===== src/rtl/tomasulo_pkg.sv =====
// tomasulo_pkg: constants shared by the ALU/CDB unit and the reservation-station queues.
//   alu_op_e        : 1-bit opcode, OP_ADD = 0, OP_SUB = 1 (A - B)
//   LABEL_NONE      : reserved tag meaning "no producer"
//   LABEL_Q0..Q2    : tags identifying the reservation-station queues
package tomasulo_pkg;

   typedef enum logic {
      OP_ADD = 1'b0,
      OP_SUB = 1'b1
   } alu_op_e;

   localparam int unsigned LABEL_NONE = 0;
   localparam int unsigned LABEL_Q0   = 1;
   localparam int unsigned LABEL_Q1   = 2;
   localparam int unsigned LABEL_Q2   = 3;

endpackage


===== src/rtl/cdb_result_fifo.sv =====
// cdb_result_fifo: DEPTH-entry circular FIFO holding finished results awaiting the CDB.
// Ports:
//   clk, rst         : clock, asynchronous active-high reset
//   push, push_data  : write an entry (legal when full only if pop is asserted the same cycle)
//   pop              : remove the head entry
//   head             : current head entry (valid when !empty)
//   empty, full      : occupancy flags, decoded from registered count
module cdb_result_fifo
   import tomasulo_pkg::*;
#(
   parameter int unsigned DEPTH = 4,
   parameter int unsigned WIDTH = 37
) (
   input  logic             clk,
   input  logic             rst,
   input  logic             push,
   input  logic [WIDTH-1:0] push_data,
   input  logic             pop,
   output logic [WIDTH-1:0] head,
   output logic             empty,
   output logic             full
);

   localparam int unsigned PW = (DEPTH > 1) ? $clog2(DEPTH) : 1;
   localparam int unsigned CW = $clog2(DEPTH + 1);

   logic [WIDTH-1:0] mem [DEPTH];
   logic [PW-1:0]    rd_ptr_q, wr_ptr_q;
   logic [CW-1:0]    cnt_q;
   logic             do_push, do_pop;

   // Explicit wrap so non-power-of-two depths work.
   function automatic logic [PW-1:0] ptr_inc(input logic [PW-1:0] p);
      return (p == PW'(DEPTH - 1)) ? '0 : p + PW'(1);
   endfunction

   assign empty   = (cnt_q == '0);
   assign full    = (cnt_q == CW'(DEPTH));
   assign do_pop  = pop && !empty;
   // A pop in the same cycle frees the slot, so a push into a full FIFO is then legal.
   assign do_push = push && (!full || do_pop);
   assign head    = mem[rd_ptr_q];

   always_ff @(posedge clk or posedge rst) begin
      if (rst) begin
         rd_ptr_q <= '0;
         wr_ptr_q <= '0;
         cnt_q    <= '0;
         for (int i = 0; i < int'(DEPTH); i++) mem[i] <= '0;
      end else begin
         if (do_push) begin
            mem[wr_ptr_q] <= push_data;
            wr_ptr_q      <= ptr_inc(wr_ptr_q);
         end
         if (do_pop) rd_ptr_q <= ptr_inc(rd_ptr_q);
         cnt_q <= cnt_q + CW'(do_push) - CW'(do_pop);
      end
   end

endmodule


===== src/rtl/alu_cdb_unit.sv =====
// alu_cdb_unit: fixed-latency ADD/SUB execution unit that buffers results and broadcasts them on
// the common data bus.
// Ports:
//   clk, RST                    : clock, asynchronous active-high reset
//   issueValid, requireAC       : issue handshake with the reservation-station queue
//   issueOp/A/B/Label           : operation (0 ADD, 1 SUB), operands, destination tag
//   cdbReq, cdbGrant            : request/grant with the external CDB arbiter
//   BCEN, BClabel, BCdata       : broadcast; label/data are zero when BCEN is low
//   BCovf                       : only with ALU_OVF_FLAG_EN defined; signed overflow of the result
// Configuration macro: ALU_OVF_FLAG_EN adds the BCovf port and one overflow bit per buffer entry.
module alu_cdb_unit
   import tomasulo_pkg::*;
#(
   parameter int unsigned LAT       = 2,
   parameter int unsigned RES_DEPTH = 4,
   parameter int unsigned W         = 32,
   parameter int unsigned LW        = 5
) (
   input  logic          clk,
   input  logic          RST,
   input  logic          issueValid,
   output logic          requireAC,
   input  logic          issueOp,
   input  logic [W-1:0]  issueA,
   input  logic [W-1:0]  issueB,
   input  logic [LW-1:0] issueLabel,
   output logic          cdbReq,
   input  logic          cdbGrant,
   output logic          BCEN,
   output logic [LW-1:0] BClabel,
   output logic [W-1:0]  BCdata
`ifdef ALU_OVF_FLAG_EN
   ,
   output logic          BCovf
`endif
);

`ifdef ALU_OVF_FLAG_EN
   localparam int unsigned OW = 1;
`else
   localparam int unsigned OW = 0;
`endif
   localparam int unsigned EW = LW + W + OW;
   localparam int unsigned CW = $clog2(RES_DEPTH + 1);

   logic            accept, push, drop;
   logic [W-1:0]    alu_res;
   logic [LAT-1:0]  st_vld_q;
   logic [LW-1:0]   st_lbl_q [LAT];
   logic [W-1:0]    st_res_q [LAT];
   logic [CW-1:0]   cnt_q;
   logic [EW-1:0]   push_data, head;
   logic            fifo_empty;
   logic            unused_fifo_full;

   assign accept = issueValid && requireAC;

   always_comb begin
      alu_res = issueA + issueB;
      if (issueOp == OP_SUB) alu_res = issueA - issueB;
   end

`ifdef ALU_OVF_FLAG_EN
   logic           alu_ovf;
   logic [LAT-1:0] st_ovf_q;

   // Overflow: operand signs (B inverted for SUB) agree but the result sign differs from A.
   always_comb begin
      alu_ovf = (issueA[W-1] == issueB[W-1]) && (alu_res[W-1] != issueA[W-1]);
      if (issueOp == OP_SUB) begin
         alu_ovf = (issueA[W-1] != issueB[W-1]) && (alu_res[W-1] != issueA[W-1]);
      end
   end

   always_ff @(posedge clk or posedge RST) begin
      if (RST) st_ovf_q <= '0;
      else begin
         st_ovf_q[0] <= alu_ovf;
         for (int i = 1; i < int'(LAT); i++) st_ovf_q[i] <= st_ovf_q[i-1];
      end
   end

   assign push_data = {st_lbl_q[LAT-1], st_res_q[LAT-1], st_ovf_q[LAT-1]};
   assign BCovf     = BCEN ? head[0] : 1'b0;
`else
   assign push_data = {st_lbl_q[LAT-1], st_res_q[LAT-1]};
`endif

   // Valid-tagged shift register; result computed at issue and carried LAT stages.
   always_ff @(posedge clk or posedge RST) begin
      if (RST) begin
         st_vld_q <= '0;
         for (int i = 0; i < int'(LAT); i++) begin
            st_lbl_q[i] <= '0;
            st_res_q[i] <= '0;
         end
      end else begin
         st_vld_q[0] <= accept;
         st_lbl_q[0] <= issueLabel;
         st_res_q[0] <= alu_res;
         for (int i = 1; i < int'(LAT); i++) begin
            st_vld_q[i] <= st_vld_q[i-1];
            st_lbl_q[i] <= st_lbl_q[i-1];
            st_res_q[i] <= st_res_q[i-1];
         end
      end
   end

   // Label-0 ops never reach the buffer; their credit is returned at the would-be push edge.
   assign push = st_vld_q[LAT-1] && (st_lbl_q[LAT-1] != LW'(LABEL_NONE));
   assign drop = st_vld_q[LAT-1] && (st_lbl_q[LAT-1] == LW'(LABEL_NONE));

   cdb_result_fifo #(
      .DEPTH (RES_DEPTH),
      .WIDTH (EW)
   ) u_fifo (
      .clk       (clk),
      .rst       (RST),
      .push      (push),
      .push_data (push_data),
      .pop       (BCEN),
      .head      (head),
      .empty     (fifo_empty),
      .full      (unused_fifo_full)
   );

   assign cdbReq  = !fifo_empty;
   assign BCEN    = cdbReq && cdbGrant;
   assign BClabel = BCEN ? head[EW-1 -: LW] : '0;
   assign BCdata  = BCEN ? head[OW +: W] : '0;

   // A pop this cycle frees a credit, so accepting at full count is still safe.
   assign requireAC = (cnt_q < CW'(RES_DEPTH)) || BCEN;

   always_ff @(posedge clk or posedge RST) begin
      if (RST) cnt_q <= '0;
      else     cnt_q <= cnt_q + CW'(accept) - CW'(BCEN) - CW'(drop);
   end

endmodule

===== config.mk =====
export PLATFORM = sky130hd
export DESIGN_NAME = alu_cdb_unit
export DESIGN_NICKNAME = d
export VERILOG_FILES = /design/src/rtl/tomasulo_pkg.sv /design/src/rtl/cdb_result_fifo.sv /design/src/rtl/alu_cdb_unit.sv
export SDC_FILE = /design/constraint.sdc
export NUM_CORES = 1
export LEC_CHECK = 0
export CAP_MARGIN = 30
export CORE_MARGIN = 2
export CORE_UTILIZATION = 45
export CTS_BUF_LIST = sky130_fd_sc_hd__clkbuf_2
export CTS_CLUSTER_DIAMETER = 150
export DETAILED_ROUTE_END_ITERATION = 6
export GPL_ROUTABILITY_DRIVEN = 0
export PLACE_DENSITY = 0.65
export SLEW_MARGIN = 0
export SYNTH_ARGS = -nofsm -noshare
export SYNTH_HDL_FRONTEND = slang
export SYNTH_HIERARCHICAL = 1
export SYNTH_SLANG_ARGS = --single-unit
export TNS_END_PERCENT = 5

===== constraint.sdc =====
create_clock -name clk -period 11.2 [get_ports clk]
set_input_delay 1.12 -clock clk [delete_from_list [all_inputs] [get_ports clk]]
set_output_delay 1.12 -clock clk [all_outputs]
set_load 0.01 [all_outputs]

==> impl_metrics.csv, run 1 <==
group,metric,value,unit
run_status,outcome,"complete, no violations",
cts,cts_resized,0,
sta,hold_violations,0,
drt,drtAntennaViolNets,0,
critical_path,critical_path_required,10.08,ns
sta,rsz0062_at_grt,"false",
cts,clock_insertion_delay_at_the_later_pin_of_the_skew_report,0.80,ns
global_routing,grt_overflow_total,0,
critical_path,cp.buffers_inverters,2,
drt,route.detailed.drc,0,
synthesis,syn-cell-area,11500,um^2
floorplanning,total_core_area,25200,um^2
floorplanning,die_height,164,um
sta,maxSlewHeadroom,48.2,%
critical_path,cp.arrival,3.43,ns
synthesis,ys.warnings.count,6,
sta,setup-violations-final,0,
sta,period_minus_slack,4.55,ns
global_routing,global_route_wire_length_before_repair,39.2,mm
layout,syn2layout_area_growth,16.9,%
sta,worst-slew-pin-transition,0.778,ns
layout,multiInputGateArea,5360,um^2
drt,drt_wl_total,24.1,mm
critical_path,critical_path.endpoint_type,"output pin",
cts,postCtsSetupBuffers,0,
layout,layout_cells_sized_above_1,28.3,%
cts,path_clk_slew,0.11,ns
layout,nets,1148,
critical_path,timing.rr.end,"u_fifo/cnt_q[2]",
placed_design,numPortBuffers,113,
critical_path,cp_slowest_stage_delay,0.82,ns
sta,clock.fmax,0.220,GHz
drt,drtPass1Iterations,4,
min_path,holdCritPathClass,"reg2reg",
drt,dr_total_vias,7282,
power_and_ir_drop,pwr_density,241,nW/um^2
cts,clock_path_buffers,3,
drt,drtIter0Drc,296,
sta,report.final.slew_viol_count,0,
global_routing,grt.total_usage,18.6,%
cts,cts_max_level,2,
sta,whs,0.346,ns
floorplanning,effective_utilization_at_floorplan,45.8,%
critical_path,startpoint,"u_fifo/rd_ptr_q[0]",
critical_path,cell_family_with_the_largest_share_of_critical_path_delay,"buffers and inverters",
critical_path,setup.reg_to_reg.worst_slack,7.67,ns
drt,vias_cell,5.22,
synthesis,avgSynthCellArea,13.1,um^2
global_routing,grt_max_degree,81,
floorplanning,design.die.area,26900,um^2
synthesis,post_syn_instances,877,
cts,tritoncts_clock_tree,"yes",
sta,finalCritPeriodShare,40.6,%
cts,cts_hold_repair.buffers,0,
layout,fillCellCount,2157,
run,drv.max_cap_violation_count,0,
critical_path,cp_cell_sequence,"buf_4 -> mux4_2 -> and2_1 -> clkdlybuf4s50_1",
global_routing,antenna_found_initial,1,
floorplanning,die_w,164,um
power_and_ir_drop,power.ir.vdd_worst,0.102,mV
floorplanning,num_io_pins,114,
synthesis,synthesis.nets,996,
sta,final_worst_clock_skew,0.0374,ns
critical_path,reg2regPathDepth,13,
critical_path,cp_num_cells,4,
cts,clock_root_cell,"sky130_fd_sc_hd__clkbuf_2",
global_routing,first_global_vias,7535,
critical_path,critPathLaunchType,"flip-flop",
min_path,worstHoldPathCells,0,
cts,cts-buffers-inserted,59,
drt,post_drt_wl_per_cell,17.3,um
placed_design,dp_hpwl,16.5,mm
sta,totalNegativeSetupSlack,0,ns
critical_path,worstPathMaxFanout,23,
critical_path,regToRegStartpoint,"u_fifo/cnt_q[1]",
layout,seq_area,5860,um^2
power_and_ir_drop,total_leakage_power,0.00580,uW
critical_path,timing.critical_path.slowest_stage_cell,"sky130_fd_sc_hd__dfrtp_2",
critical_path,criticalPathCategory,"reg2out",
cts,numClockSinks,234,
floorplanning,rows,58,
critical_path,crit_end,"BCdata[21]",
-- how the worst min path moves through the flow --
stage / from / to
floorplan: st_res_q[32] / push_data[0]
global placement: st_res_q[49] / push_data[17]
detailed placement: st_res_q[47] / push_data[15]
CTS: st_res_q[34] / push_data[2]
global route: st_res_q[34] / push_data[2]
finish: st_lbl_q[5] / push_data[32]
-- layout make-up --
| class | count | area share, % |
|---|---|---|
| Clock buffer | 81 | 3.01 |
| Clock inverter | 15 | 0.427 |
| Timing Repair Buffer | 125 | 9.36 |
| Antenna cell | 1 | 0.0186 |
| Multi-Input combinational cell | 581 | 39.8 |
| Tap cell | 330 | 3.07 |
| Inverter | 28 | 0.827 |
| Sequential cell | 234 | 43.5 |
-- cells in the final DEF, fill, tap and decap left out, types with 5 or more instances in the layout --
| master | instances |
|---|---|
| sky130_fd_sc_hd__nand3_1 | 7 |
| sky130_fd_sc_hd__mux4_2 | 37 |
| sky130_fd_sc_hd__a211oi_1 | 5 |
| sky130_fd_sc_hd__a31oi_1 | 9 |
| sky130_fd_sc_hd__clkbuf_2 | 81 |
| sky130_fd_sc_hd__xor2_1 | 13 |
| sky130_fd_sc_hd__o21ai_0 | 9 |
| sky130_fd_sc_hd__and3_1 | 8 |
| sky130_fd_sc_hd__xnor2_1 | 50 |
| sky130_fd_sc_hd__dfrtp_1 | 233 |
| sky130_fd_sc_hd__nand2_1 | 26 |
| sky130_fd_sc_hd__clkinv_1 | 13 |
| sky130_fd_sc_hd__nor4_1 | 5 |
| sky130_fd_sc_hd__a21o_1 | 19 |
| sky130_fd_sc_hd__ha_1 | 42 |
| sky130_fd_sc_hd__and2_1 | 41 |
| sky130_fd_sc_hd__buf_4 | 10 |
| sky130_fd_sc_hd__a21oi_1 | 44 |
| sky130_fd_sc_hd__nand4_1 | 6 |
| sky130_fd_sc_hd__nor2b_1 | 6 |
| sky130_fd_sc_hd__mux2_2 | 152 |
| sky130_fd_sc_hd__clkdlybuf4s50_1 | 113 |
| sky130_fd_sc_hd__nand2b_1 | 5 |
| sky130_fd_sc_hd__inv_1 | 26 |
| sky130_fd_sc_hd__nor3_1 | 12 |
| sky130_fd_sc_hd__nor2_1 | 42 |
-- routing by layer --
metal / wire length [um] / share of wire [%] / vias up / GRT usage, %
met1: 11200 / 46 / 3583 / 26.0
met5: 0 / 0 / - / 0
met2: 11200 / 47 / 194 / 29.8
met3: 1250 / 5.2 / 30 / 3.74
li1: - / - / 3475 / -
met4: 410 / 1.7 / 0 / 5.38
-- metrics by stage --
stage / std cells / total power, uW / util [%] / instance area [um^2] / setup slack, ns
2_1_floorplan: 877 / 2340 / - / 11500 / 5.90
3_3_place_gp: 1296 / 2730 / 51.4 / 12900 / 6.26
3_5_place_dp: 1298 / 2780 / 51.6 / 13000 / 6.15
4_1_cts: 1394 / 3300 / 53.5 / 13500 / 6.44
5_1_grt: 1395 / 3480 / 53.5 / 13500 / 6.35
6_report: 1395 / 3250 / 53.5 / 13500 / 6.65
-- worst register-to-register path, stage by stage, from the launching register on --
cell and delay, ns:
sky130_fd_sc_hd__dfrtp_1 0.45, sky130_fd_sc_hd__nor3_1 0.33, sky130_fd_sc_hd__inv_1 0.10, sky130_fd_sc_hd__nand2_1 0.14
sky130_fd_sc_hd__inv_1 0.05, sky130_fd_sc_hd__buf_4 0.27, sky130_fd_sc_hd__nor4b_4 0.69, sky130_fd_sc_hd__nand2b_1 0.29
sky130_fd_sc_hd__ha_1 0.17, sky130_fd_sc_hd__inv_1 0.04, sky130_fd_sc_hd__ha_1 0.18, sky130_fd_sc_hd__fa_1 0.40
sky130_fd_sc_hd__xor2_1 0.18, sky130_fd_sc_hd__xnor2_1 0.13
-- registers in the layout, indices dropped and copies added (netlist names) --
name,count
u_fifo/cnt_q,3
st_lbl_q,5
u_fifo/wr_ptr_q,2
u_fifo/mem,148
push_data,37
st_res_q,32
u_fifo/rd_ptr_q,2
cnt_q,3
st_vld_q,2
-- power by group --
part           leakage, uW  internal (uW)  switching, uW
clock network     0.000365            192            316
registers          0.00277           1220            215
logic              0.00267            797            510
total              0.00580           2210           1040
No activity file was read; power rests on OpenSTA's default activity.
==> inputs of run 2 (changes only) <==
--- a/config.mk
+++ b/config.mk
@@ -12,7 +12,7 @@
 export CTS_CLUSTER_DIAMETER = 150
 export DETAILED_ROUTE_END_ITERATION = 6
 export GPL_ROUTABILITY_DRIVEN = 0
-export PLACE_DENSITY = 0.65
+export PLACE_DENSITY = 0.68
 export SLEW_MARGIN = 0
 export SYNTH_ARGS = -nofsm -noshare
 export SYNTH_HDL_FRONTEND = slang
==> constraint.sdc (replaced) <==
create_clock -name clk -period 4.1 [get_ports clk]
set_input_delay 0.41 -clock clk [delete_from_list [all_inputs] [get_ports clk]]
set_output_delay 0.41 -clock clk [all_outputs]
set_load 0.01 [all_outputs]
==> run 2 against run 1 <==
Effect of this change:
- via count grew 2.5%
- first-iteration DRC count up 36%
- core utilization is 1.4 points higher
- power rose to 2.8 times the previous value
- critical path type unchanged
- highest routed layer unchanged
==> impl_metrics.csv, run 2 (synthesized netlist as in run 1, its figures left out) <==
group,metric,value,unit
critical_path,cp.arrival,3.09,ns
drt,route.detailed.drc,0,
critical_path,critPathLaunchType,"flip-flop",
critical_path,cp_cell_sequence,"buf_12 -> mux4_2 -> and2_1 -> clkdlybuf4s50_1",
critical_path,cp_slowest_stage_delay,0.79,ns
drt,post_drt_wl_per_cell,17.1,um
floorplanning,effective_utilization_at_floorplan,45.8,%
cts,clock_insertion_delay_at_the_later_pin_of_the_skew_report,0.81,ns
power_and_ir_drop,power.ir.vdd_worst,0.300,mV
sta,hold_violations,0,
layout,seq_area,5860,um^2
critical_path,timing.critical_path.slowest_stage_cell,"sky130_fd_sc_hd__dfrtp_2",
layout,largest_reg_flops,148,
drt,vias_cell,5.20,
cts,clock_path_buffers,3,
layout,final_cell_mix,"sky130_fd_sc_hd__dfrtp_1, sky130_fd_sc_hd__mux2_2, sky130_fd_sc_hd__clkdlybuf4s50_1",
sta,final_worst_clock_skew,0.0400,ns
floorplanning,num_io_pins,114,
floorplanning,die_w,164,um
layout,finish.cell_count_without_fillers,1436,
drt,drtIter0Drc,404,
layout,nets,1177,
global_routing,first_global_vias,7796,
critical_path,criticalPathCategory,"reg2out",
layout,syn2layout_area_growth,19.9,%
layout,multiInputGateArea,5360,um^2
sta,setup-violations-final,0,
power_and_ir_drop,pwr_density,660,nW/um^2
sta,totalNegativeSetupSlack,0,ns
sta,maxSlewHeadroom,45.2,%
global_routing,grt_max_degree,93,
global_routing,global_route_wire_length_before_repair,40.5,mm
sta,period_minus_slack,3.50,ns
cts,clock_root_cell,"sky130_fd_sc_hd__clkbuf_2",
floorplanning,die_height,164,um
critical_path,regToRegStartpoint,"u_fifo/cnt_q[1]",
critical_path,worstPathMaxFanout,22,
cts,postCtsSetupBuffers,0,
drt,drt_wl_total,24.5,mm
placed_design,dp_hpwl,17.0,mm
sta,worst-slew-pin-transition,0.820,ns
drt,dr_total_vias,7467,
critical_path,critical_path_required,3.69,ns
cts,cts_max_level,2,
sta,finalCritPeriodShare,85.3,%
layout,fillCellCount,2154,
cts,numClockSinks,234,
run_status,outcome,"complete, no violations",
critical_path,critical_path.endpoint_type,"output pin",
global_routing,grt_overflow_total,0,
drt,drtPass1Iterations,4,
run,drv.max_cap_violation_count,0,
placed_design,place_inst,1323,
min_path,worst_hold_startpoint,"issueValid",
cts,cts-buffers-inserted,57,
layout,most_common_cell_after_layout_fill_and_taps_aside,"sky130_fd_sc_hd__dfrtp_1",
layout,regMostFlops,"u_fifo/mem",
floorplanning,total_core_area,25200,um^2
floorplanning,rows,58,
min_path,holdCritPathClass,"in2reg",
sta,clock.fmax,0.286,GHz
layout,layout_cells_sized_above_1,30.0,%
floorplanning,design.die.area,26900,um^2
sta,rsz0062_at_grt,"false",
cts,path_clk_slew,0.11,ns
global_routing,grt.total_usage,19.2,%
power_and_ir_drop,total_leakage_power,0.00599,uW
cts,cts_resized,0,
placed_design,numPortBuffers,113,
sta,report.final.slew_viol_count,0,
drt,drtAntennaViolNets,0,
cts,cts_hold_repair.buffers,6,
global_routing,antenna_found_initial,1,
cts,tritoncts_clock_tree,"yes",
critical_path,startpoint,"u_fifo/rd_ptr_q[0]",
-- run 2: changes by cell type in the layout (fill, tap and decap cells not counted), sizes merged --
cell and delta:
dlygate4sd3 +6, inv -1, bufinv +2, clkbuf -3, buf +25, clkinv +11
clkinvlp +1
-- run 2: path summary, 6_finish.rpt --
check                                       end  slack, ns  cells after the start
max in group asynchronous       u_fifo/mem[117]       2.41                      4
worst min-delay path                st_vld_q[0]       0.22                      2
worst max-delay path                 BCdata[10]       0.60                      4
min in group asynchronous          st_res_q[54]       0.55                      3
worst min register to register    push_data[15]       0.33                      0
worst max register to register  u_fifo/cnt_q[2]       0.92                     12
-- run 2: power breakdown --
part | internal (uW) | switching, uW
sequential | 3320 | 596
combinational | 2220 | 1400
clock | 653 | 926
-- run 2: critical path: cells and delay by family, from the launching register on --
| kind | cells | cell delay, ns |
|---|---|---|
| DFF | 1 | 0.79 |
| muxes | 1 | 0.54 |
| buffers and inverters | 2 | 0.77 |
| and+or+nand+nor | 1 | 0.15 |
-- run 2: area by class of cell --
class,count,share of cell area [%]
antenna,1,0.0181
clock buffer,78,2.82
clock inverter,28,1.20
inverter,28,0.797
multi-input combinational,581,38.8
sequential,234,42.4
tap,330,2.99
timing repair buffer,156,11.0
-- run 2: through the flow --
stage | hold slack [ns] | setup WS [ns] | util [%] | total power [uW] | instance area (um^2)
after floorplan | 0.331 | 1.00 | - | 6400 | 11500
after global placement | 0.331 | 0.137 | 52.4 | 7520 | 13200
after detailed placement | 0.335 | 0.0858 | 52.4 | 7640 | 13200
after CTS | 0.128 | 0.418 | 54.9 | 9270 | 13800
after global routing | 0.134 | 0.282 | 54.9 | 9810 | 13800
final | 0.220 | 0.603 | 54.9 | 9120 | 13800
-- run 2: routing by layer --
| layer | global-route usage, % | share of wire, % | vias up |
|---|---|---|---|
| met3 | 3.46 | 4.9 | 26 |
| met1 | 26.6 | 46 | 3696 |
| met2 | 31.2 | 48 | 191 |
| li1 | - | - | 3554 |
| met4 | 5.66 | 1.6 | 0 |
| met5 | 0 | 0 | - |
==> inputs of run 3 (changes only) <==
--- a/config.mk
+++ b/config.mk
@@ -6,6 +6,7 @@
 export NUM_CORES = 1
 export LEC_CHECK = 0
 export CAP_MARGIN = 30
+export CORE_ASPECT_RATIO = 1.1
 export CORE_MARGIN = 2
 export CORE_UTILIZATION = 45
 export CTS_BUF_LIST = sky130_fd_sc_hd__clkbuf_2
==> run 3 against run 2 <==
Effect of this change:
- combinational power shrank 1%
- register-to-register slack gained 0.03 ns
- sequential cell count is the same
- wire length fell by 6.2%
- first-iteration DRC count is 32% lower
- cell count fell by 0.91%
- global-route usage fell by 1.5 points
- critical path type unchanged
==> impl_metrics.csv, run 3 (synthesized netlist as in run 1, its figures left out) <==
group,metric,value,unit
run_status,outcome,"complete, no violations",
critical_path,cp.buffers_inverters,2,
floorplanning,rows,61,
cts,cts_resized,0,
global_routing,first_global_vias,7644,
cts,path_clk_slew,0.10,ns
drt,post_drt_wl_per_cell,16.2,um
drt,drtIter0Drc,273,
sta,period_minus_slack,3.46,ns
critical_path,critical_path_required,3.69,ns
power_and_ir_drop,total_leakage_power,0.00586,uW
power_and_ir_drop,pwr_density,652,nW/um^2
sta,finalCritPeriodShare,84.3,%
layout,layout_cells_sized_above_1,28.7,%
min_path,holdCritPathClass,"in2reg",
cts,cts-buffers-inserted,55,
floorplanning,effective_utilization_at_floorplan,45.6,%
sta,maxSlewHeadroom,49.8,%
critical_path,reg2regPathDepth,12,
floorplanning,die_height,172,um
power_and_ir_drop,power.ir.vdd_worst,0.331,mV
global_routing,grt_overflow_total,0,
sta,rsz0062_at_grt,"false",
layout,most_common_cell_after_layout_fill_and_taps_aside,"sky130_fd_sc_hd__dfrtp_1",
sta,report.final.slew_viol_count,0,
floorplanning,die_w,157,um
layout,regMostFlops,"u_fifo/mem",
floorplanning,num_io_pins,114,
critical_path,critPathLaunchType,"flip-flop",
min_path,worstHoldPathCells,2,
run,drv.max_cap_violation_count,0,
cts,cts_max_level,2,
drt,route.detailed.drc,0,
critical_path,setup.reg_to_reg.worst_slack,0.95,ns
drt,drtAntennaViolNets,0,
cts,clock_insertion_delay_at_the_later_pin_of_the_skew_report,0.81,ns
critical_path,cp.arrival,3.05,ns
critical_path,timing.rr.end,"u_fifo/cnt_q[2]",
sta,hold_violations,0,
global_routing,antenna_found_initial,1,
layout,syn2layout_area_growth,18.3,%
cts,postCtsSetupBuffers,0,
critical_path,criticalPathCategory,"reg2out",
floorplanning,total_core_area,25300,um^2
layout,fillCellCount,2214,
min_path,whs_endpoint,"st_vld_q[0]",
layout,final_cell_mix,"sky130_fd_sc_hd__dfrtp_1, sky130_fd_sc_hd__mux2_2, sky130_fd_sc_hd__clkdlybuf4s50_1",
layout,multiInputGateArea,5360,um^2
critical_path,cell_family_with_the_largest_share_of_critical_path_delay,"buffers and inverters",
critical_path,critical_path.endpoint_type,"output pin",
critical_path,regToRegStartpoint,"u_fifo/cnt_q[1]",
layout,seq_area,5860,um^2
drt,dr_total_vias,7296,
critical_path,cp_slowest_stage_delay,0.73,ns
layout,nets,1159,
critical_path,timing.critical_path.slowest_stage_cell,"sky130_fd_sc_hd__dfrtp_2",
sta,totalNegativeSetupSlack,0,ns
layout,postLayoutCoreUtil,54.0,%
cts,numClockSinks,234,
cts,clock_path_buffers,3,
global_routing,grt_max_degree,55,
cts,clock_root_cell,"sky130_fd_sc_hd__clkbuf_2",
sta,clock.fmax,0.289,GHz
sta,setup-violations-final,0,
drt,vias_cell,5.13,
critical_path,worstPathMaxFanout,26,
placed_design,dp_hpwl,15.7,mm
global_routing,global_route_wire_length_before_repair,38.0,mm
sta,worst-slew-pin-transition,0.752,ns
drt,drt_wl_total,23.0,mm
layout,largest_reg_flops,148,
critical_path,cp_cell_sequence,"buf_12 -> mux4_2 -> and2_1 -> clkdlybuf4s50_1",
drt,drtPass1Iterations,4,
floorplanning,design.die.area,26900,um^2
global_routing,grt.total_usage,17.7,%
placed_design,numPortBuffers,113,
cts,tritoncts_clock_tree,"yes",
min_path,worst_hold_startpoint,"issueValid",
sta,final_worst_clock_skew,0.0495,ns
==> run 3: changes by cell type in the layout (fill, tap and decap cells not counted), sizes merged <==
cell      previous run  this run
clkbuf              78        80
inv                 27        26
clkinv              26        13
buf                 37        21
bufinv               2         0
clkinvlp             1         2
==> run 3: what timing repair did <==
item | in CTS | in global routing
hold endpoints to repair | 7 | 0
hold buffers | 6 | 0
endpoints found under the setup margin | 0 | 0
==> run 3: layout make-up <==
| class | count | area share, % |
|---|---|---|
| diodes | 1 | 0.0184 |
| clock buffers | 80 | 2.94 |
| clock inverters | 13 | 0.422 |
| inverters | 28 | 0.808 |
| multi-input cells | 581 | 39.3 |
| flip-flops and latches | 234 | 43.0 |
| well taps | 346 | 3.18 |
| repair buffers | 140 | 10.4 |
==> run 3: worst max path at each step <==
stage | from | end | slack (ns) | cells past startpoint
floorplan | issueB[10] | st_res_q[59] | 1.00 | 15
global placement | issueB[0] | st_res_q[61] | 0.15 | 17
detailed placement | issueB[0] | st_res_q[61] | 0.1 | 17
CTS | u_fifo/rd_ptr_q[0] | BCdata[16] | 0.50 | 4
global route | u_fifo/rd_ptr_q[0] | BCdata[14] | 0.41 | 4
finish | u_fifo/rd_ptr_q[0] | BCdata[16] | 0.64 | 4
==> run 3: metal layers <==
layer	track usage [%]	vias to the layer above	share of wire, %
met5	0	-	0
met4	5.62	0	1.9
li1	-	3497	-
met1	24.2	3609	47
met3	2.78	34	3.4
met2	29.2	156	48
==> run 3: per-stage QoR <==
| step | instances | setup WS, ns | power [uW] | instance area [um^2] | hold WS [ns] |
|---|---|---|---|---|---|
| 2_1_floorplan | 877 | 1.00 | 6400 | 11500 | 0.331 |
| 3_3_place_gp | 1322 | 0.153 | 7490 | 13100 | 0.332 |
| 3_5_place_dp | 1323 | 0.0973 | 7620 | 13100 | 0.335 |
| 4_1_cts | 1422 | 0.495 | 9030 | 13600 | 0.161 |
| 5_1_grt | 1423 | 0.408 | 9550 | 13600 | 0.168 |
| 6_report | 1423 | 0.642 | 8900 | 13600 | 0.240 |
==> run 3: power breakdown <==
part	internal (uW)	total (uW)	switching, uW	leakage [uW]
Sequential	3330	3940	610	0.00277
Combinational	2200	3580	1380	0.00274
Clock	518	1380	861	0.000354
